**src/rtl/mac_pkg.sv**
```systemverilog
// Shared definitions for the iterative multiply-accumulate unit: state codes,
// default geometry, the mode-bit bundle and the early-termination chunk counter.
package mac_pkg;

  localparam int DEF_WIDTH = 32;
  localparam int DEF_STEP  = 8;
  localparam int MAX_WIDTH = 64;

  localparam logic [1:0] ST_IDLE = 2'd0;
  localparam logic [1:0] ST_CALC = 2'd1;
  localparam logic [1:0] ST_DONE = 2'd2;

  typedef struct packed {
    logic acc_en;
    logic long_en;
    logic signed_en;
  } mode_t;

  // Smallest n in 1..K whose multiplier bits above n*step carry no information:
  // all zero when unsigned, all copies of bit n*step-1 when signed.
  function automatic int chunk_count(input logic [MAX_WIDTH-1:0] b, input int width,
                                     input int step, input logic sgn);
    logic [MAX_WIDTH-1:0] mask;
    logic [MAX_WIDTH-1:0] upper;
    logic                 ok;
    int                   k;
    int                   cnt;
    mask = {MAX_WIDTH{1'b1}} >> (MAX_WIDTH - width);
    k    = width / step;
    cnt  = k;
    for (int n = MAX_WIDTH; n >= 1; n--) begin
      if (n < k) begin
        if (sgn) begin
          upper = (b & mask) >> (n * step - 1);
          ok    = (upper == '0) || (upper == (mask >> (n * step - 1)));
        end else begin
          ok = (((b & mask) >> (n * step)) == '0);
        end
        if (ok) cnt = n;
      end
    end
    return cnt;
  endfunction

endpackage

```
**src/rtl/mac_step.sv**
```systemverilog
// One partial-product step: adds ext(a) * chunk, shifted to the chunk's
// position, into the 2W-bit running sum (modulo 2^(2W)).
module mac_step
  import mac_pkg::*;
#(
  parameter int WIDTH = DEF_WIDTH,
  parameter int STEP  = DEF_STEP,
  parameter int KW    = 3
) (
  input  logic [2*WIDTH-1:0] sum,
  input  logic [2*WIDTH-1:0] a_ext,
  input  logic [STEP-1:0]    chunk,
  input  logic               chunk_signed,
  input  logic [KW-1:0]      idx,
  output logic [2*WIDTH-1:0] sum_next
);

  logic [2*WIDTH-1:0] chunk_ext;
  logic [2*WIDTH-1:0] prod;

  always_comb begin
    chunk_ext = {{(2*WIDTH-STEP){chunk_signed & chunk[STEP-1]}}, chunk};
    prod      = a_ext * chunk_ext;
    sum_next  = sum + (prod << (STEP * idx));
  end

endmodule

```
**src/rtl/mac_iter.sv**
```systemverilog
// Iterative multiply-accumulate (MUL/MLA/UMULL/UMLAL/SMULL/SMLAL), STEP multiplier
// bits per cycle with early termination on redundant upper multiplier bits.
module mac_iter
  import mac_pkg::*;
#(
  parameter int WIDTH = DEF_WIDTH,
  parameter int STEP  = DEF_STEP
) (
  input  logic                            clk,
  input  logic                            rst_n,
  input  logic                            start,
  input  logic [WIDTH-1:0]                op_a,
  input  logic [WIDTH-1:0]                op_b,
  input  logic [WIDTH-1:0]                acc_hi,
  input  logic [WIDTH-1:0]                acc_lo,
  input  logic                            acc_en,
  input  logic                            long_en,
  input  logic                            signed_en,
  output logic                            busy,
  output logic                            done,
  output logic [WIDTH-1:0]                result_hi,
  output logic [WIDTH-1:0]                result_lo,
  output logic                            flag_n,
  output logic                            flag_z,
  output logic [$clog2(WIDTH/STEP):0]     cycles,
  output logic [1:0]                      dbg_state
);

  localparam int K  = WIDTH / STEP;
  localparam int KW = $clog2(K) + 1;
  localparam int W2 = 2 * WIDTH;

  // Handshake: start is accepted on a rising edge only while busy=0 (IDLE or
  // DONE); done is a one-cycle pulse and the result registers hold until the next one.
  logic [1:0]       state;
  logic [KW-1:0]    k;
  logic [KW-1:0]    n_q;
  logic [WIDTH-1:0] b_sh;
  logic [W2-1:0]    a_ext_q;
  logic [W2-1:0]    sum_q;
  logic             long_q;
  logic             sgn_q;

  mode_t         op_mode;
  logic          op_sgn;
  logic [KW-1:0] n_start;
  logic [W2-1:0] a_ext_start;
  logic [W2-1:0] acc_start;
  logic          last;
  logic [W2-1:0] sum_next;

  always_comb begin
    op_mode     = '{acc_en: acc_en, long_en: long_en, signed_en: signed_en};
    op_sgn      = op_mode.signed_en & op_mode.long_en;
    n_start     = KW'(chunk_count(MAX_WIDTH'(op_b), WIDTH, STEP, op_sgn));
    a_ext_start = {{WIDTH{op_sgn & op_a[WIDTH-1]}}, op_a};
    acc_start   = '0;
    if (op_mode.acc_en) acc_start = op_mode.long_en ? {acc_hi, acc_lo} : {{WIDTH{1'b0}}, acc_lo};
    last        = (k == n_q - KW'(1));
  end

  // Only the final chunk carries the multiplier's sign.
  mac_step #(.WIDTH(WIDTH), .STEP(STEP), .KW(KW)) u_step (
    .sum          (sum_q),
    .a_ext        (a_ext_q),
    .chunk        (b_sh[STEP-1:0]),
    .chunk_signed (sgn_q & last),
    .idx          (k),
    .sum_next     (sum_next)
  );

  always_ff @(posedge clk or negedge rst_n) begin
    if (!rst_n) begin
      state     <= ST_IDLE;
      k         <= '0;
      n_q       <= '0;
      b_sh      <= '0;
      a_ext_q   <= '0;
      sum_q     <= '0;
      long_q    <= 1'b0;
      sgn_q     <= 1'b0;
      result_hi <= '0;
      result_lo <= '0;
      flag_n    <= 1'b0;
      flag_z    <= 1'b0;
      cycles    <= '0;
    end else begin
      case (state)
        ST_IDLE, ST_DONE: begin
          if (start) begin
            state   <= ST_CALC;
            k       <= '0;
            n_q     <= n_start;
            b_sh    <= op_b;
            a_ext_q <= a_ext_start;
            sum_q   <= acc_start;
            long_q  <= op_mode.long_en;
            sgn_q   <= op_sgn;
          end else begin
            state <= ST_IDLE;
          end
        end
        ST_CALC: begin
          sum_q <= sum_next;
          b_sh  <= b_sh >> STEP;
          k     <= k + KW'(1);
          if (last) begin
            state  <= ST_DONE;
            cycles <= n_q;
            if (long_q) begin
              result_hi <= sum_next[W2-1:WIDTH];
              result_lo <= sum_next[WIDTH-1:0];
              flag_n    <= sum_next[W2-1];
              flag_z    <= (sum_next == '0);
            end else begin
              result_hi <= '0;
              result_lo <= sum_next[WIDTH-1:0];
              flag_n    <= sum_next[WIDTH-1];
              flag_z    <= (sum_next[WIDTH-1:0] == '0);
            end
          end
        end
        default: state <= ST_IDLE;
      endcase
    end
  end

  assign busy      = (state == ST_CALC);
  assign done      = (state == ST_DONE);
  assign dbg_state = state;

endmodule

```
**config.mk**
```make
export PLATFORM = sky130hd
export DESIGN_NAME = mac_iter
export DESIGN_NICKNAME = d
export VERILOG_FILES = /design/src/rtl/mac_pkg.sv /design/src/rtl/mac_step.sv /design/src/rtl/mac_iter.sv
export SDC_FILE = /design/constraint.sdc
export NUM_CORES = 1
export LEC_CHECK = 0
export ABC_AREA = 1
export ABC_CLOCK_PERIOD_IN_PS = 10000
export BUFFER_PORTS_ARGS = -buffer_cell sky130_fd_sc_hd__buf_2
export CAP_MARGIN = 20
export CORE_MARGIN = 5
export CORE_UTILIZATION = 30
export CTS_BUF_LIST = sky130_fd_sc_hd__clkbuf_16
export DETAILED_ROUTE_END_ITERATION = 16
export HOLD_SLACK_MARGIN = 0.06
export PLACE_DENSITY = 0.47
export SLEW_MARGIN = 20
export SYNTH_ARGS = -nofsm -noshare
export SYNTH_HDL_FRONTEND = slang
export SYNTH_SLANG_ARGS = --single-unit
export TNS_END_PERCENT = 100
```
**constraint.sdc**
```tcl
create_clock -name clk -period 10 [get_ports clk]
set_clock_uncertainty 0.2 [all_clocks]
set_input_delay 2.5 -clock clk [delete_from_list [all_inputs] [get_ports clk]]
set_output_delay 2.5 -clock clk [all_outputs]
set_load 0.005 [all_outputs]
```
==> impl_metrics.tcl, run 1 <==
set metrics [dict create \
    synth_most_common_cell "nand2_1" \
    cts_buffers 28 \
    design.final.nets 4567 \
    worst_path_max_delay_cell "fa_1" \
    synth_compound_area_share_pct 11.9 \
    async_flop_share_pct 100 \
    slew_headroom_pct 27.4 \
    netlist.area_leader.share_pct 19.7 \
    synth_fa_ha_area_share_pct 25.3 \
    synth_seq_cells 208 \
    ys_top_cells_by_count "nand2_1 (1177), inv_1 (726), nor2_1 (279)" \
    ys_seq_area_share_pct 19.7 \
    clock-sinks 208 \
    syn_avg_cell_area_sq_um 6.79 \
    num_vias 25300 \
    max_stage_delay_ps 510 \
    dp_hpwl_microns 85300 \
    drive_gt1_share_pct 12.0 \
    ys_warn_count 0 \
    synth_area_leaders "dfrtp_1 (20%), fa_1 (18%), nand2_1 (17%)" \
    die_width_microns 307 \
    multi_input_area_sq_um 18000 \
    final_antenna_net_count 0 \
    synth-edff-count 0 \
    setup_viol 0 \
    syn-cell-area_sq_um 26400 \
    vias_per_cell 4.85 \
    grt_use_total_pct 22.1 \
    syn_inst 3895 \
    dieArea_sq_um 94100 \
    clockRootBuffer "clkbuf_16" \
    dpl_cell_area_sq_um 28900 \
    syn_to_final_growth_pct 13.5 \
    grt_pass1_wl_microns 161000 \
    final_hold_viol_count 0 \
    drc_errors 0 \
    clock.fmax_ghz 0.105 \
    place_ws_ps -187 \
    antenna_found_initial 0 \
    setup_tns_ps 0 \
    start_util_pct 30.3 \
    worstSetupPathType "register to register" \
    finalMaxSlewViolations 0 \
    wirelength_microns 105000 \
    grt_max_degree 88 \
    gp_congestion 0.996 \
    synth_flop_cell "dfrtp_1" \
    finalCritPeriodShare_pct 95.6 \
    yosysTopAreaCell "dfrtp_1" \
    drv_cap 0 \
    insertion_delay_ps 630 \
    cp.required_ps 10370 \
    filler_cell_count 9648 \
    ff_latch_area_sq_um 5210 \
    synth_top_family_by_area "simple AND/OR/NAND/NOR gates" \
    final_area_sq_um 30000 \
    cts_tree "built" \
    drt_iter0_drc 1937 \
    end_kind "register" \
    hold_class "register to register" \
    synthMuxAreaShare_pct 0.289 \
    drtPass1Iterations 7 \
    wl_per_cell_microns 20.2 \
    overflow 0 \
    synth-simple-area-share_pct 27.9 \
    setup_slack_ps 442 \
    clk_pin_slew_ps 70 \
    grt_pass1_vias 25800 \
    rows 108 \
    cp_max_fo 5 \
    numPortBuffers 206 \
    clk_path_buf_depth 3 \
    worst-endpoint-arrival_ps 9930 \
    io_pins 207 \
    core_sq_um 87200 \
    ctsHtreeMaxLevel 1 \
    synth_xor_area_share_pct 2.15 \
    die_h_microns 307 \
    post-route-min-period_ps 9560 \
    cts.hold.buffers_added 0 \
    ys_types 59 \
    outcome "complete, no violations" \
    tightestPinTransition_ps 1090 \
    num_antenna_cells 0 \
    syn-num-nets 4419 \
    startpoint_type "register" \
]
flip-flops by register name, summed over array words and instances, names as in the netlist:
signal	flops
sum_q	64
a_ext_q	33
b_sh	32
result_hi	32
result_lo	32
cycles	3
k	3
n_q	3
dbg_state	2
flag_n	1
flag_z	1
long_q	1
sgn_q	1
worst max-delay path, delay by kind of cell, from the launching register on:
family	cells	cell delay, ps
DFF	1	350
adders and majority gates	8	3330
and+or+nand+nor	18	2350
AOI/OAI and AO/OA	9	2080
buffers and inverters	6	430
xor gates and xnor gates	3	750
placed cells by master, fill, tap and decap left out, types with 8 or more instances in the layout:
cell / netlist / layout
o21ai_1: 12 / 16
clkbuf_16: 0 / 28
inv_2: 17 / 17
nand4_1: 42 / 42
a21oi_1: 161 / 157
fa_1: 239 / 239
buf_2: 3 / 205
nand3_1: 143 / 141
nor3_1: 20 / 18
or2_2: 8 / 8
nand2_1: 1177 / 1173
o221ai_1: 15 / 15
a22o_1: 8 / 8
nor2_2: 32 / 38
o22ai_1: 30 / 30
o21bai_1: 14 / 13
ha_1: 151 / 148
a31oi_1: 45 / 45
dfrtp_1: 208 / 207
inv_1: 726 / 728
nor2_4: 8 / 11
xor2_1: 32 / 31
nor2_1: 279 / 270
nand2_2: 37 / 41
xnor2_1: 33 / 31
nor4_1: 8 / 8
buf_4: 0 / 68
o21a_1: 11 / 11
a21oi_2: 8 / 11
nand3b_1: 10 / 10
o21ai_0: 199 / 194
cell type report:
| type | count | share of cell area (%) |
|---|---|---|
| clock buffers | 28 | 2.33 |
| flip-flops and latches | 208 | 17.3 |
| repair buffers | 278 | 5.44 |
| clock inverters | 23 | 0.826 |
| well taps | 1155 | 4.82 |
| multi-input cells | 2783 | 59.9 |
| inverters | 744 | 9.31 |
worst paths after layout:
path                                  to  slack [ps]  depth (start not counted)          from
min in group asynchronous    a_ext_q[22]        1640                          1         rst_n
max                               flag_z         440                         44        n_q[0]
min reg2reg                 result_lo[7]         270                          2  result_lo[7]
min                         result_lo[7]         270                          2  result_lo[7]
max reg2reg                       flag_z         440                         44        n_q[0]
max in group asynchronous  result_hi[28]        6680                          2         rst_n
metal layers:
metal	GRT usage [%]	wire length (microns)
met3	2.28	4180
met5	0	0
met2	37.8	50500
met1	29.8	47000
met4	6.19	3520
repair_timing:
action / CTS / global route
setup buffers: 1 / 5
pin swaps: 1 / 14
endpoints found under the setup margin: 1 / 10
gates resized for setup: 5 / 39
through the flow:
stage / hold WS, ps / utilization [%] / instances
floorplan: 243 / - / 3895
global placement: 252 / 33.1 / 5162
detailed placement: 253 / 33.1 / 5162
CTS: 269 / 34.2 / 5214
global route: 285 / 34.4 / 5219
finish: 268 / 34.4 / 5219
cell families after synthesis:
kind of cell,after synthesis
adders and majority gates,390
buffers and inverters,904
xor gates and xnor gates,65
and+or+nand+nor,1778
muxes,7
DFF,208
AOI/OAI and AO/OA,543
Power of run 1 is left out: the tool's default activity adds up to more than one toggle a clock period on the data nets, which glitch-free logic cannot reach.
==> run 2: changes to the inputs <==
--- a/config.mk
+++ b/config.mk
@@ -6,7 +6,7 @@
 export NUM_CORES = 1
 export LEC_CHECK = 0
 export ABC_AREA = 1
-export ABC_CLOCK_PERIOD_IN_PS = 10000
+export ABC_CLOCK_PERIOD_IN_PS = 12000
 export BUFFER_PORTS_ARGS = -buffer_cell sky130_fd_sc_hd__buf_2
 export CAP_MARGIN = 20
 export CORE_MARGIN = 5
==> constraint.sdc (replaced) <==
create_clock -name clk -period 12 [get_ports clk]
set_clock_uncertainty 0.2 [all_clocks]
set_input_delay 3 -clock clk [delete_from_list [all_inputs] [get_ports clk]]
set_output_delay 3 -clock clk [all_outputs]
set_load 0.005 [all_outputs]
==> impl_metrics.tcl, run 2 (synthesized netlist as in run 1, its figures left out) <==
set metrics [dict create \
    dp_hpwl_microns 83300 \
    post-route-min-period_ps 10200 \
    clk_pin_slew_ps 60 \
    startpoint_type "register" \
    wirelength_microns 102000 \
    start_util_pct 30.3 \
    antenna_found_initial 0 \
    final_hold_viol_count 0 \
    finalCritPeriodShare_pct 85.0 \
    end_kind "register" \
    wl_per_cell_microns 19.8 \
    setup_tns_ps 0 \
    hp-start "result_lo[6]" \
    finalMaxSlewViolations 0 \
    clock.fmax_ghz 0.0980 \
    cts.hold.buffers_added 0 \
    drv_cap 0 \
    die_width_microns 307 \
    clockRootBuffer "clkbuf_16" \
    final_cell_mix "nand2_1 (1176), inv_1 (732), nor2_1 (278), fa_1 (239), dfrtp_1 (207)" \
    worstHoldEndpoint "result_lo[6]" \
    core_sq_um 87200 \
    grt_pass1_wl_microns 157000 \
    grt_max_degree 88 \
    grt_use_total_pct 21.4 \
    die_h_microns 307 \
    clock-sinks 208 \
    final_antenna_net_count 0 \
    max_stage_delay_ps 730 \
    rows 108 \
    grt_pass1_vias 25300 \
    syn_to_final_growth_pct 11.3 \
    dieArea_sq_um 94100 \
    top_layer_used "met4" \
    post_cts_buffers 0 \
    drt_iter0_drc 1805 \
    num_antenna_cells 0 \
    dp_cells 5125 \
    gp_congestion 0.982 \
    cts_buffers 26 \
    numPortBuffers 206 \
    outcome "complete, no violations" \
    final_cells 5173 \
    overflow 0 \
    setup_viol 0 \
    reg2reg_slack_ps 1800 \
    ff2ff_path_depth 46 \
    largest-register "sum_q" \
    reg2reg_to "flag_z" \
    holdWs_ps 265 \
    tightestPinTransition_ps 1110 \
    wl_met3_microns 3550 \
    crit_start "k[0]" \
    wl_met1_microns 45400 \
    ctsHtreeMaxLevel 1 \
    min_path_cells 2 \
    slew_headroom_pct 26.1 \
    num_vias 24900 \
    final_util_pct 33.7 \
    worst_path_most_repeated_cell "nand2_1" \
    worst_path_max_delay_cell "dfrtp_1" \
    grt_setup_unrepaired "no" \
    largestRegisters "sum_q x64, a_ext_q x33" \
    design.final.nets 4523 \
    insertion_delay_ps 620 \
    worstSetupPathType "register to register" \
    drc_errors 0 \
    hold_class "register to register" \
    vias_per_cell 4.82 \
    wl_met2_microns 49700 \
    drive_gt1_share_pct 10.2 \
    cts_tree "built" \
    largest_reg_flops 64 \
    final_common_cell "nand2_1" \
    cp.required_ps 12350 \
    io_pins 207 \
    cp_max_fo 17 \
    drtPass1Iterations 8 \
    worst-endpoint-arrival_ps 10550 \
    worstReg2RegStart "k[0]" \
    ctsResizeCount 0 \
    clk_path_buf_depth 3 \
]
-- run 2: final cells by class --
class	count	area, sq um
inverter	744	2800
sequential	208	5210
tap	1155	1450
fill	9656	57800
clock buffer	26	651
timing repair buffer	236	1280
clock inverter	21	203
multi-input combinational	2783	17800
-- run 2: metal layers --
layer  track usage (%)  vias to the layer above
met2              37.4                      529
met3              1.84                      109
li1                  -                    12200
met5                 0                        -
met1              28.3                    12000
met4              6.50                        0
-- run 2: how the worst max path moves through the flow --
stage,to,slack (ps),cells after the start
2_1_floorplan,sum_q[56],4180,43
3_3_place_gp,flag_z,1880,46
3_5_place_dp,flag_z,1950,46
4_1_cts,flag_z,1870,46
5_1_grt,flag_z,1170,47
6_report,flag_z,1800,46
-- run 2: metrics by stage --
stage | worst slack, ps | area, sq um
floorplan | 4180 | 26400
global placement | 1880 | 28500
detailed placement | 1950 | 28500
CTS | 1870 | 29400
global route | 1170 | 29400
finish | 1800 | 29400
-- run 2: critical path, delay by kind of cell (launching register included) --
family / cells / cell delay, ps
compound gates: 7 / 1490
xor+xnor: 2 / 340
fa+ha+maj: 7 / 3090
buf+inv: 8 / 970
flops: 1 / 730
simple gates: 22 / 3260
Power of run 2 is left out for the same reason.
==> run 3: changes to the inputs <==
--- a/config.mk
+++ b/config.mk
@@ -7,14 +7,14 @@
 export LEC_CHECK = 0
 export ABC_AREA = 1
 export ABC_CLOCK_PERIOD_IN_PS = 12000
-export BUFFER_PORTS_ARGS = -buffer_cell sky130_fd_sc_hd__buf_2
 export CAP_MARGIN = 20
 export CORE_MARGIN = 5
 export CORE_UTILIZATION = 30
 export CTS_BUF_LIST = sky130_fd_sc_hd__clkbuf_16
 export DETAILED_ROUTE_END_ITERATION = 16
+export DONT_BUFFER_PORTS = 1
 export HOLD_SLACK_MARGIN = 0.06
-export PLACE_DENSITY = 0.47
+export PLACE_DENSITY = 0.45
 export SLEW_MARGIN = 20
 export SYNTH_ARGS = -nofsm -noshare
 export SYNTH_HDL_FRONTEND = slang
==> impl_metrics.tcl, run 3 (synthesized netlist as in run 1, its figures left out) <==
set metrics [dict create \
    cp_max_fo 51 \
    reg2reg_to "flag_z" \
    post_cts_buffers 0 \
    filler_cell_count 9642 \
    clk_pin_slew_ps 70 \
    die_h_microns 307 \
    start_util_pct 30.3 \
    die_width_microns 307 \
    insertion_delay_ps 630 \
    dp_cells 4917 \
    final_antenna_net_count 0 \
    largest-register "sum_q" \
    design.final.nets 4316 \
    clockRootBuffer "clkbuf_16" \
    drtPass1Iterations 7 \
    syn_to_final_growth_pct 7.65 \
    ctsResizeCount 0 \
    final_common_cell "nand2_1" \
    multi_input_area_sq_um 17800 \
    startpoint_type "register" \
    grt_max_degree 209 \
    clock-sinks 208 \
    clock.fmax_ghz 0.0946 \
    io_pins 207 \
    slew_headroom_pct 27.9 \
    dieArea_sq_um 94100 \
    reg2reg_slack_ps 1430 \
    largestRegisters "sum_q x64, a_ext_q x33" \
    final_hold_viol_count 0 \
    vias_per_cell 4.82 \
    numPortBuffers 0 \
    final_cell_mix "nand2_1 (1176), inv_1 (729), nor2_1 (278), fa_1 (239), dfrtp_1 (207)" \
    overflow 0 \
    ctsHtreeMaxLevel 1 \
    wl_per_cell_microns 20.4 \
    tightestPinTransition_ps 1080 \
    worst-endpoint-arrival_ps 10940 \
    setup_viol 0 \
    outcome "complete, no violations" \
    drt_iter0_drc 1709 \
    grt_setup_unrepaired "no" \
    core_sq_um 87200 \
    worstReg2RegStart "k[2]" \
    num_vias 24000 \
    cts.hold.buffers_added 0 \
    cp.required_ps 12370 \
    clk_path_buf_depth 3 \
    worst_path_max_delay_cell "dfrtp_2" \
    final_cells 4971 \
    grt_pass1_wl_microns 156000 \
    cts_tree "built" \
    antenna_found_initial 0 \
    setup_tns_ps 0 \
    ff_latch_area_sq_um 5210 \
    end_kind "register" \
    post-route-min-period_ps 10570 \
    hold_class "register to register" \
    crit_start "k[2]" \
    grt_pass1_vias 24600 \
    drv_cap 0 \
    cts_buffers 28 \
    largest_reg_flops 64 \
    finalCritPeriodShare_pct 88.1 \
    dp_hpwl_microns 82600 \
    critical_path.endpoint "flag_z" \
    rows 108 \
    drc_errors 0 \
    drive_gt1_share_pct 5.32 \
    worst_path_most_repeated_cell "nand2_1" \
    holdWs_ps 278 \
    worstSetupPathType "register to register" \
    finalMaxSlewViolations 0 \
    gp_congestion 0.965 \
    wirelength_microns 102000 \
    ff2ff_path_depth 41 \
    grt_use_total_pct 21.4 \
    max_stage_delay_ps 920 \
]
-- run 3: per-stage QoR --
stage / setup WS, ps / util, % / cell area (sq um)
after CTS: 1520 / 32.6 / 28400
after global placement: 1590 / 31.5 / 27500
after global routing: 810 / 32.6 / 28400
after detailed placement: 1550 / 31.5 / 27500
final: 1430 / 32.6 / 28400
after floorplan: 4180 / - / 26400
-- run 3: layer usage --
layer	wire length (microns)	global-route usage, %
met1	44800	28.3
met2	49400	37.1
met3	3790	2.43
met4	3610	6.16
met5	0	0
-- run 3: critical path: cells and delay by family, from the launching register on --
| family | cells | cell delay (ps) |
|---|---|---|
| buffers and inverters | 6 | 690 |
| AND/OR/NAND/NOR | 16 | 2270 |
| flip-flops | 1 | 920 |
| adder cells (fa/ha/maj) | 7 | 3120 |
| AO/OA/AOI/OAI | 9 | 2540 |
| XOR/XNOR | 3 | 740 |
-- run 3: worst min path at each step --
stage	start	end	slack, ps	depth (start not counted)
after floorplan	b_sh[24]	b_sh[24]	240	2
after global placement	b_sh[28]	b_sh[28]	260	2
after CTS	b_sh[27]	b_sh[27]	280	2
final	b_sh[28]	b_sh[28]	280	2
after global routing	sum_q[41]	sum_q[41]	310	2
after detailed placement	b_sh[27]	b_sh[27]	270	2
-- run 3: cell type report --
class,count,share of cell area [%]
Clock buffer,28,2.46
Sequential cell,208,18.3
Clock inverter,24,0.932
Antenna cell,2,0.0176
Multi-Input combinational cell,2783,62.7
Tap cell,1155,5.08
Inverter,744,9.84
Timing Repair Buffer,27,0.712
Power of run 3 is left out for the same reason.
